$ cat config.mk
export PLATFORM = sky130hd
export DESIGN_NAME = time_sync_parser
export DESIGN_NICKNAME = d
export VERILOG_FILES = /design/src/rtl/time_sync_parser.sv
export SDC_FILE = /design/constraint.sdc
export NUM_CORES = 1
export LEC_CHECK = 0
export ABC_CLOCK_PERIOD_IN_PS = 2650
export BUFFER_PORTS_ARGS = -buffer_cell sky130_fd_sc_hd__buf_2
export CAP_MARGIN = 20
export CORE_MARGIN = 3
export CORE_UTILIZATION = 59
export DETAILED_ROUTE_END_ITERATION = 8
export PLACE_DENSITY = 0.79
export SKIP_CTS_REPAIR_TIMING = 1
export SYNTH_ARGS = -nofsm -noshare
export SYNTH_HDL_FRONTEND = slang
export SYNTH_SLANG_ARGS = --single-unit
$ cat constraint.sdc
create_clock -name clk -period 2.65 [get_ports clk]
set_input_delay 0.265 -clock clk [delete_from_list [all_inputs] [get_ports clk]]
set_output_delay 0.265 -clock clk [all_outputs]
set_load 0.05 [all_outputs]
$ cat src/rtl/time_sync_parser.sv
// Parses "THH:MM:SS<CR|LF>" time-set frames from a byte stream and commits
// binary hour/min/sec with a one-cycle synced pulse; bad bytes or gaps abort the frame.
module time_sync_parser #(
  parameter int CLK_FREQ   = 50000000,
  parameter int TIMEOUT_MS = 10
) (
  input  logic       clk,
  input  logic       rst,
  input  logic [7:0] rx_data,
  input  logic       rx_valid,
  output logic       synced,
  output logic [4:0] hour_out,
  output logic [5:0] min_out,
  output logic [5:0] sec_out,
  output logic       frame_err,
  output logic       busy
);

  localparam int TIMEOUT_CYC = CLK_FREQ / 1000 * TIMEOUT_MS;
  localparam int CNT_W = (TIMEOUT_CYC > 2) ? $clog2(TIMEOUT_CYC) : 1;
  localparam logic [CNT_W-1:0] CNT_LAST = CNT_W'(TIMEOUT_CYC - 1);

  localparam logic [7:0] CH_T     = 8'h54;
  localparam logic [7:0] CH_COLON = 8'h3A;
  localparam logic [7:0] CH_CR    = 8'h0D;
  localparam logic [7:0] CH_LF    = 8'h0A;

  typedef enum logic [3:0] {
    IDLE, H10, H1, C1, M10, M1, C2, S10, S1, EOL
  } state_t;

  state_t           state_reg, state_next;
  logic [4:0]       hour_reg;
  logic [5:0]       min_reg, sec_reg;
  logic [CNT_W-1:0] tmo_cnt_reg;

  logic       is_digit;
  logic [3:0] digit;
  logic       accept;
  logic       timeout;
  logic       commit_next;
  logic       err_next;

  assign is_digit = (rx_data >= 8'h30) && (rx_data <= 8'h39);
  assign digit    = rx_data[3:0];
  assign timeout  = (state_reg != IDLE) && !rx_valid && (tmo_cnt_reg == CNT_LAST);
  assign busy     = (state_reg != IDLE);

  // Byte acceptance per state; hour_reg already holds tens*10 when in H1.
  always_comb begin
    accept = 1'b0;
    case (state_reg)
      IDLE:     accept = (rx_data == CH_T);
      H10:      accept = is_digit && (digit <= 4'd2);
      H1:       accept = is_digit && !((hour_reg == 5'd20) && (digit > 4'd3));
      C1, C2:   accept = (rx_data == CH_COLON);
      M10, S10: accept = is_digit && (digit <= 4'd5);
      M1, S1:   accept = is_digit;
      EOL:      accept = (rx_data == CH_CR) || (rx_data == CH_LF);
      default:  accept = 1'b0;
    endcase
  end

  always_comb begin
    state_next  = state_reg;
    commit_next = 1'b0;
    err_next    = 1'b0;
    if (rx_valid) begin
      if (accept) begin
        case (state_reg)
          IDLE:    state_next = H10;
          H10:     state_next = H1;
          H1:      state_next = C1;
          C1:      state_next = M10;
          M10:     state_next = M1;
          M1:      state_next = C2;
          C2:      state_next = S10;
          S10:     state_next = S1;
          S1:      state_next = EOL;
          EOL: begin
            state_next  = IDLE;
            commit_next = 1'b1;
          end
          default: state_next = IDLE;
        endcase
      end else if (state_reg != IDLE) begin
        // A stray 'T' mid-frame is treated as the start of a fresh frame.
        err_next   = 1'b1;
        state_next = (rx_data == CH_T) ? H10 : IDLE;
      end
    end else if (timeout) begin
      err_next   = 1'b1;
      state_next = IDLE;
    end
  end

  always_ff @(posedge clk) begin
    if (rst) begin
      state_reg <= IDLE;
    end else begin
      state_reg <= state_next;
    end
  end

  always_ff @(posedge clk) begin
    if (rst) begin
      hour_reg    <= '0;
      min_reg     <= '0;
      sec_reg     <= '0;
      tmo_cnt_reg <= '0;
      hour_out    <= '0;
      min_out     <= '0;
      sec_out     <= '0;
      synced      <= 1'b0;
      frame_err   <= 1'b0;
    end else begin
      synced    <= commit_next;
      frame_err <= err_next;

      if ((state_reg == IDLE) || rx_valid || timeout) begin
        tmo_cnt_reg <= '0;
      end else begin
        tmo_cnt_reg <= tmo_cnt_reg + 1'b1;
      end

      if (rx_valid && accept) begin
        case (state_reg)
          H10:     hour_reg <= 5'(digit) * 5'd10;
          H1:      hour_reg <= hour_reg + 5'(digit);
          M10:     min_reg  <= 6'(digit) * 6'd10;
          M1:      min_reg  <= min_reg + 6'(digit);
          S10:     sec_reg  <= 6'(digit) * 6'd10;
          S1:      sec_reg  <= sec_reg + 6'(digit);
          default: ;
        endcase
      end

      if (commit_next) begin
        hour_out <= hour_reg;
        min_out  <= min_reg;
        sec_out  <= sec_reg;
      end
    end
  end

endmodule
==> results of run 1 <==
## cell families after synthesis
family	Yosys count	share of synthesized area (%)
adder cells (fa/ha/maj)	20	8.330
AND/OR/NAND/NOR	155	24.68
buffers and inverters	28	3.818
AO/OA/AOI/OAI	65	14.08
flip-flops	59	36.41
XOR/XNOR	23	6.209
multiplexers	21	6.479
## final cells by class
cell class                      count  area [um2]
Clock buffer                       13       138.9
Inverter                           14       52.55
Clock inverter                      3       15.01
Multi-Input combinational cell    284        1943
Fill cell                         430        1577
Timing Repair Buffer               38       210.2
Tap cell                           70       87.58
Sequential cell                    59        1181
## metrics by stage
| stage | instances | cell area, um2 | hold WS (ns) | utilization [%] |
|---|---|---|---|---|
| floorplan | 371 | 3244 | 0.3909 | - |
| global placement | 465 | 3475 | 0.4262 | 66.75 |
| detailed placement | 465 | 3475 | 0.4612 | 66.75 |
| CTS | 481 | 3628 | 0.2483 | 69.71 |
| global route | 481 | 3628 | 0.2693 | 69.71 |
| finish | 481 | 3628 | 0.2534 | 69.71 |
## worst register-to-register path: stages (launching register included)
cell and delay, ns:
dfxtp_1 0.50, nor2b_1 0.26, a221oi_1 0.08, o21ai_1 0.23, o2111ai_2 0.27, a2111oi_4 0.63, a21boi_1 0.14, o21a_1 0.19
## cell usage in the layout, fill, tap and decap left out, types with 11 or more instances in the layout
cell type  synthesis  final
nor2b_1           11     11
ha_1              16     16
buf_2              6     30
dfxtp_1           59     59
xor2_1            14     14
inv_1             13     13
nor2_1            58     58
a21oi_1           19     19
nand3_1           13     13
nand2_1           21     21
mux2i_1           21     21
## worst max-delay path by stage
stage | depth (start not counted) | to | startpoint
after floorplan | 10 | hour_out[0] | state_reg[1]
after global placement | 8 | state_reg[2] | rx_data[1]
after detailed placement | 7 | hour_reg[4] | state_reg[0]
after CTS | 7 | hour_reg[4] | state_reg[0]
after global routing | 7 | hour_reg[4] | state_reg[0]
final | 7 | hour_reg[4] | state_reg[0]
## metal layers
metal	share of wire (%)	wire length, um
met4	2.3	169
met5	0	0
met1	43	3171
met2	50	3659
met3	5.0	366
## power groups by stage
stage | registers, mW | clock network [mW] | logic, mW
6_report | 0.887 | 0.670 | 0.0953
5_1_grt | 0.886 | 0.726 | 0.105
4_1_cts | 0.887 | 0.686 | 0.0940
3_5_place_dp | 0.907 | 0 | 0.0929
3_3_place_gp | 0.907 | 0 | 0.0895
2_1_floorplan | 0.907 | 0 | 0.0582
==> metrics.md, run 1 <==
| Metric | Value |
|---|---|
| Status | completed |
| Detailed Place HPWL | around 5100 um |
| Mapped cell area | between 3000 and 4000 um2 |
| Hold Path Sink | synced |
| P_int | around 1.3 mW |
| Critical-path cell list | nor2b_1 -> a221oi_1 -> o21ai_1 -> o2111ai_2 -> a2111oi_4 -> a21boi_1 -> o21a_1 |
| Layout cells sized above 1 | 15.82% |
| Die area | roughly 6400 um2 |
| CP endpoint kind | flop |
| Vias | 2803 |
| Sw frac | a little under a quarter |
| CP top delay family | compound AO/OA/AOI/OAI gates |
| RSZ-0062 raised after global routing | no |
| Core ar. | around 5200 um2 |
| Total CTS buffers | 9 |
| Reg power frac | 53.7% |
| R2R depth | 7 |
| Reg2reg end | hour_reg[4] |
| Peak VDD IR | ~0.43 mV |
| WP buf/inv | 0 |
| Row Count | 26 |
| CTS sink count | 59 |
| CTS tree | built |
| Maxcap violations | 0 |
| Setup ws final | 0.2343 ns |
| Final setup fails | 0 |
| Cell taking the most area after synthesis | dfxtp_1 |
| Mapped Cells | 371 |
| Via density | about 6 |
| Drt initial violations | ~130 |
| Synth cell count leaders | dfxtp_1, nor2_1, mux2i_1, nand2_1, a21oi_1 |
| Post-synth net total | 401 |
| Critical Path RT | ~2.9 ns |
| Max Slew Vio Count | 0 |
| Worst-path fanout max | 9 |
| Max incr delay on CP | around 0.63 ns |
| WL/cell | around 15 um |
| Die W | 80.16 um |
| Area grow syn2layout | 11.84% |
| Post-Place Setup Slack | between 0.2 and 0.3 ns |
| Switching power | between 0.3 and 0.4 mW |
| Post-DRT Antenna Nets | 0 |
| GP Congestion | 0.8348 |
| Io pins | 31 |
| Final period util | 91.16% |
| Leading cell type by number of instances after synthesis | dfxtp_1 |
| Class of the worst hold path | in -> reg |
| Leak | 1.439 nW |
| Root buffer cell | clkbuf_8 |
| Met2 global-route usage | around 43% |
| DRC Markers | 0 |
| First-pass GRT wire length | 12300 um |
| Largest register FFs | 19 |
| Worst Hold Path Cells | 3 |
| IO Port Bufs | 30 |
| GR Overflow Total | 0 |
| Met3 usage | under 10% |
| Largest net degree at the start of global routing | 24 |
| Internal reg-to-reg setup slack | 0.23 ns |
| Top area cells in the synthesized netlist | dfxtp_1, nor2_1, mux2i_1 |
| PD cells | between 400 and 500 nW/um2 |
| Setup TNS | 0 ns |
| H-Tree Depth | 3 |
| DRT Wirelength | between 7000 and 8000 um |
| Total track usage | about a quarter |
| Worst Skew | 0.01129 ns |
| Initial Util | 62.33% |
| Most Used Layer, Global Route | met2 |
| Yosys warns | 0 |
| Max-slew headroom | approximately three fifths |
| RR Startpoint | state_reg[0] |
| HP Start | rx_valid |
| Number of synthesized flops with an enable pin | 0 |
| Final-report hold violation count | 0 |
| Share of the synthesized area in the top cell type | roughly 36% |
| Worst skew pair latency | ~0.35 ns |
| Synth async-reset ratio | 0% |
| Slowest CP cell | a2111oi_4 |
| Initial antenna violation count | 0 |
| Fmax | between 0.4 and 0.5 GHz |
| FF+latch count, synth | roughly 60 |
| Clock transition at the registers of the reported paths | about 0.07 ns |
| Vias in the first global route | roughly 2700 |
| Startpoint types | flop |
| Comb pwr share | just under 6% |
| Nets | between 400 and 500 |
| Post-synthesis cell type count | 60 |
| Clk pwr share | about two fifths |
| Sequential element share of the synthesized area | 36.41% |
| GRT met1 Usage | between 20% and 30% |
| Worst Path Arrival | between 2 and 3 ns |
| Die Y | about 80 um |
| Least-Margin Pin Slew | 0.5965 ns |
| Drt pass-1 iters | 4 |
| Antenna Cells | 0 |
| Total chip power | around 1.7 mW |
| Post-layout min period | roughly 2.4 ns |
| Kind of critical path | reg -> reg |
| Syn_area_per_cell | around 8.7 um2 |
| CTS max path bufs | 2 |
| Top FF cell, synth | dfxtp_1 |
No activity file was read; power rests on OpenSTA's default activity.
==> run 2, diff against run 1 <==
Settings changed: ABC_CLOCK_PERIOD_IN_PS 2650 to 2100, CORE_UTILIZATION 59 to 53, PLACE_DENSITY 0.79 to default, PLACE_DENSITY_LB_ADDON from default to 0.15.
Clock period 2.65 ns to 2.1 ns, I/O delays scaled along.
==> run 2 against run 1 <==
- first-iteration DRC count rose by 30%
- setup slack got worse by 0.29 ns
- sequential share of layout area fell by 3.0 points
- hold slack got worse by 0.096 ns
- design area rose by 11%
- sequential power rose by 26%
- maximum frequency rose by 12%
- routed wire length rose by 4.2%
- flip-flop and latch count did not move
- via count rose by 3.9%
- clock-buffer cell count rose by 1
- the run now ends with negative setup slack left
- die area rose by 10%
==> metrics.md, run 2 (synthesis results as in run 1) <==
| Metric | Value |
|---|---|
| Status | complete, but fails checks |
| Failing checks | negative setup slack |
| Startpoint types | flop |
| HP Start | rst |
| Die Y | 84.24 um |
| Maxcap violations | 0 |
| R2R depth | 8 |
| First-pass GRT wire length | around 13000 um |
| Worst Hold Path Cells | 2 |
| Post-layout min period | between 2 and 2.5 ns |
| Die W | ~84 um |
| Root buffer cell | clkbuf_8 |
| Total CTS buffers | 9 |
| Clk pwr share | around 45% |
| P_int | around 1.8 mW |
| CTS tree | built |
| Leak | approximately 1.7 nW |
| Reg2reg end | hour_reg[2] |
| Io pins | 31 |
| WL/cell | ~15 um |
| Internal reg-to-reg setup slack | -0.05 ns |
| Non-filler instance count after layout | a little over 500 |
| Largest net degree at the start of global routing | 35 |
| Initial Util | 56.83% |
| RSZ-0062 raised after global routing | yes |
| Worst skew pair latency | between 0.3 and 0.4 ns |
| Fmax | roughly 0.46 GHz |
| H-Tree Depth | 3 |
| IO Port Bufs | 30 |
| Final period util | 102.4% |
| Critical Path RT | between 2 and 2.5 ns |
| Fill count | about 480 |
| Total track usage | between 20 and 25% |
| PD cells | between 500 and 600 nW/um2 |
| Most common cell after layout, fill and taps aside | nor2_1 |
| Area grow syn2layout | 24.18% |
| Max-slew headroom | around two thirds |
| Worst-path fanout max | 7 |
| Post-DRT Antenna Nets | 0 |
| Via density | ~5.6 |
| Critical-path cell list | buf_4 -> a221oi_1 -> o21ai_1 -> o2111ai_2 -> a2111oi_4 -> buf_6 -> nor2_1 -> a211oi_1 |
| Sw frac | 22.99% |
| CP endpoint kind | flop |
| RR Startpoint | state_reg[1] |
| Switching power | between 0.5 and 0.6 mW |
| Row Count | 27 |
| Antenna Cells | 0 |
| Reg power frac | about 49% |
| Drt initial violations | about 170 |
| DRC Markers | 0 |
| GP Congestion | approximately 0.87 |
| Detailed Place HPWL | 5378 um |
| Layout cells sized above 1 | roughly a quarter |
| Kind of critical path | reg -> reg |
| WP buf/inv | 2 |
| Nets | between 400 and 500 |
| CTS max path bufs | 2 |
| Core ar. | approximately 5700 um2 |
| Largest register FFs | 19 |
| Vias in the first global route | between 2000 and 3000 |
| Hold Path Sink | synced |
| CP top delay family | compound AO/OA/AOI/OAI gates |
| Least-Margin Pin Slew | about 0.49 ns |
| Drt pass-1 iters | 4 |
| Vias | ~2900 |
| Class of the worst hold path | in -> reg |
| Max Slew Vio Count | 0 |
| Post-Place Setup Slack | -0.06225 ns |
| CTS sink count | 59 |
| Initial antenna violation count | 0 |
| DRT Wirelength | around 7700 um |
| Peak VDD IR | about 0.47 mV |
| Setup ws final | -0.05082 ns |
| GR Overflow Total | 0 |
| Die area | ~7100 um2 |
| Worst Path Arrival | roughly 2.4 ns |
| Worst Skew | ~0.0091 ns |
| Comb pwr share | around 5.9% |
| Slowest CP cell | a2111oi_4 |
| Most frequent cells in the layout | nor2_1, dfxtp_1, buf_4 |
| Cell Count Post-Placement | between 400 and 500 |
| Clock transition at the registers of the reported paths | roughly 0.07 ns |
| Max incr delay on CP | between 0.4 and 0.5 ns |
| Final setup fails | 2 |
| Final-report hold violation count | 0 |
==> run 2: changes by cell type in the layout (fill, tap and decap cells not counted), moves of 2 or more <==
cell,before,now
buf_4,8,32
buf_6,0,4
buf_12,0,3
clkinv_2,3,1
dfxtp_1,59,57
dfxtp_4,0,2
nor2b_1,11,9
==> run 2: worst max-delay path by stage <==
stage,startpoint,endpoint,slack (ns),cells past startpoint
6_report,state_reg[1],hour_reg[2],-0.05,8
5_1_grt,state_reg[1],hour_reg[1],-0.12,8
4_1_cts,state_reg[0],hour_reg[2],-0.10,8
3_5_place_dp,rx_data[2],state_reg[2],-0.06,9
3_3_place_gp,state_reg[0],hour_reg[4],-0.02,9
2_1_floorplan,state_reg[1],hour_out[0],0.04,10
==> run 2: power groups by stage <==
| stage | combinational [mW] | sequential [mW] | clock [mW] |
|---|---|---|---|
| floorplan | 0.0734 | 1.14 | 0 |
| global placement | 0.128 | 1.14 | 0 |
| detailed placement | 0.132 | 1.14 | 0 |
| CTS | 0.132 | 1.12 | 1.04 |
| global route | 0.150 | 1.12 | 1.09 |
| finish | 0.135 | 1.12 | 1.02 |
==> run 2: per-layer routing <==
layer / up-vias / track usage, % / part of all wire [%]
met3: 13 / 5.594 / 6.4
li1: 1446 / - / -
met4: 0 / 7.164 / 1.6
met2: 75 / 34.00 / 44
met1: 1377 / 30.04 / 48
met5: - / 0 / 0
==> run 2: metrics by stage <==
stage	utilization, %	hold WS (ns)	cell area [um2]	total power [mW]	setup TNS, ns
final	70.57	0.1572	4029	2.275	-0.08737
after CTS	68.40	0.1483	3905	2.294	-0.3447
after floorplan	-	0.3359	3244	1.217	0
after detailed placement	65.11	0.4331	3717	1.276	-0.2210
after global routing	70.57	0.1688	4029	2.358	-1.141
after global placement	65.11	0.4245	3717	1.272	-0.03475
==> run 2: final cells by class <==
class / count / area [um2] / area share [%]
clock buffer: 14 / 152.6 / 3.789
clock inverter: 2 / 35.03 / 0.8696
inverter: 14 / 52.55 / 1.304
multi-input combinational: 284 / 1994 / 49.50
sequential: 59 / 1189 / 29.50
tap: 72 / 90.09 / 2.236
timing repair buffer: 71 / 515.5 / 12.80
==> run 2: worst reg2reg max path: stages, from the launching register on <==
cell       delay [ns]
dfxtp_1          0.40
buf_4            0.22
a221oi_1         0.11
o21ai_1          0.24
o2111ai_2        0.22
a2111oi_4        0.41
buf_6            0.17
nor2_1           0.04
a211oi_1         0.24
==> run 3, diff against run 2 <==
Settings changed: CORE_MARGIN 3 to 2.
==> run 3 against run 2 <==
- the flow still finishes with violations (negative setup slack)
- critical path depth grew 1
- first-iteration DRC count decreased by 4.2%
- maximum frequency up 1.9%
- highest routed layer unchanged
==> metrics.md, run 3 (synthesis results as in run 1) <==
| Metric | Value |
|---|---|
| Status | complete, but fails checks |
| Failing checks | negative setup slack |
| Post-layout min period | approximately 2.1 ns |
| Final setup fails | 1 |
| Drt pass-1 iters | 4 |
| WP buf/inv | 2 |
| CP top delay family | compound AO/OA/AOI/OAI gates |
| Setup TNS | -0.01125 ns |
| PD cells | approximately 550 nW/um2 |
| H-Tree Depth | 3 |
| Antenna Cells | 0 |
| Worst skew pair latency | between 0.3 and 0.4 ns |
| Die W | 82.24 um |
| Root buffer cell | clkbuf_8 |
| Non-filler instance count after layout | around 530 |
| GP Congestion | 0.9287 |
| GR Overflow Total | 0 |
| Vias | 2894 |
| Final-report hold violation count | 0 |
| Worst Skew | roughly 0.0053 ns |
| Initial antenna violation count | 0 |
| RSZ-0062 raised after global routing | yes |
| Fill count | roughly 510 |
| CTS sink count | 59 |
| Max-slew headroom | 69.00% |
| Io pins | 31 |
| Drt initial violations | between 150 and 200 |
| Worst-path fanout max | 5 |
| WL/cell | ~15 um |
| Post-DRT Antenna Nets | 0 |
| Max Slew Vio Count | 0 |
| Initial Util | approximately 55% |
| Class of the worst hold path | in -> reg |
| Layout cells sized above 1 | between 20% and 30% |
| Max incr delay on CP | about 0.41 ns |
| Critical-path cell list | buf_4 -> nand2b_1 -> a221oi_1 -> o21ai_1 -> o2111ai_2 -> a2111oi_4 -> buf_6 -> mux2i_1 -> nor2_1 |
| Row Count | 28 |
| Die Y | between 80 and 90 um |
| Least-Margin Pin Slew | 0.4651 ns |
| Fmax | 0.4737 GHz |
| DRC Markers | 0 |
| Nets | 476 |
| Setup ws final | -0.01125 ns |
| Die area | about 6800 um2 |
| Leak | between 1.5 and 2 nW |
| Most frequent cells in the layout | nor2_1, dfxtp_1, buf_4 |
| Area grow syn2layout | 23.95% |
| Clock transition at the registers of the reported paths | approximately 0.070 ns |
| Post-layout util | ~68% |
| Detailed Place HPWL | 5313 um |
| Vias in the first global route | around 2500 |
| Largest net degree at the start of global routing | 35 |
| First-pass GRT wire length | 12100 um |
| CTS tree | built |
| CTS max path bufs | 2 |
| Critical Path RT | between 2 and 2.5 ns |
| Slowest CP cell | a2111oi_4 |
| Total CTS buffers | 9 |
| Peak VDD IR | between 0.3 and 0.4 mV |
| Total track usage | a little under a quarter |
| Kind of critical path | reg -> reg |
| CP endpoint kind | flop |
| Worst Path Arrival | approximately 2.3 ns |
| Maxcap violations | 0 |
| Via density | roughly 5.5 |
| Final hold slack | approximately 0.15 ns |
| Startpoint types | flop |
| Most common cell after layout, fill and taps aside | nor2_1 |
| Cell Count Post-Placement | 501 |
| Core ar. | between 5000 and 6000 um2 |
| Largest register FFs | 19 |
| DRT Wirelength | between 7000 and 8000 um |
| Final period util | 100.5% |
| IO Port Bufs | 30 |
run 3: cell types whose count changed in the layout (fill, tap and decap cells not counted), moves of 2 or more:
cell and change:
clkbuf_1 -3, buf_12 -3, clkbuf_8 +2, buf_4 +11
run 3: metal layers:
metal / global-route usage [%] / part of all wire (%) / up-vias
li1: - / - / 1460
met1: 34.31 / 50 / 1355
met2: 34.11 / 43 / 64
met3: 4.239 / 4.9 / 15
met4: 9.833 / 1.9 / 0
met5: 0 / 0 / -
run 3: power by group:
group	leakage [nW]	total, mW	switching [mW]	internal [mW]
registers	0.477	1.12	0.0000648	1.12
clock network	0.0953	0.950	0.436	0.515
logic	1.11	0.137	0.0809	0.0561
run 3: area by class of cell:
cell class | count | area (um2) | share of cell area (%)
inverter | 14 | 52.55 | 1.307
multi-input combinational | 284 | 1983 | 49.32
sequential | 59 | 1190 | 29.59
clock buffer | 13 | 168.9 | 4.200
tap | 75 | 93.84 | 2.334
timing repair buffer | 78 | 523.0 | 13.01
clock inverter | 2 | 10.01 | 0.2489
run 3: path summary, 6_finish.rpt:
path | start | endpoint | slack [ns] | depth (start not counted)
max | state_reg[1] | hour_reg[1] | -0.01 | 9
min | rst | state_reg[0] | 0.15 | 2
max reg2reg | state_reg[1] | hour_reg[1] | -0.01 | 9
min reg2reg | tmo_cnt_reg[0] | tmo_cnt_reg[0] | 0.44 | 1
run 3: per-stage QoR:
stage	setup WS [ns]	instance area (um2)	total power [mW]
2_1_floorplan	0.03903	3244	1.217
3_3_place_gp	-0.04872	3714	1.274
3_5_place_dp	-0.07064	3714	1.277
4_1_cts	-0.1252	3892	2.228
5_1_grt	-0.1481	4021	2.285
6_report	-0.01125	4021	2.204
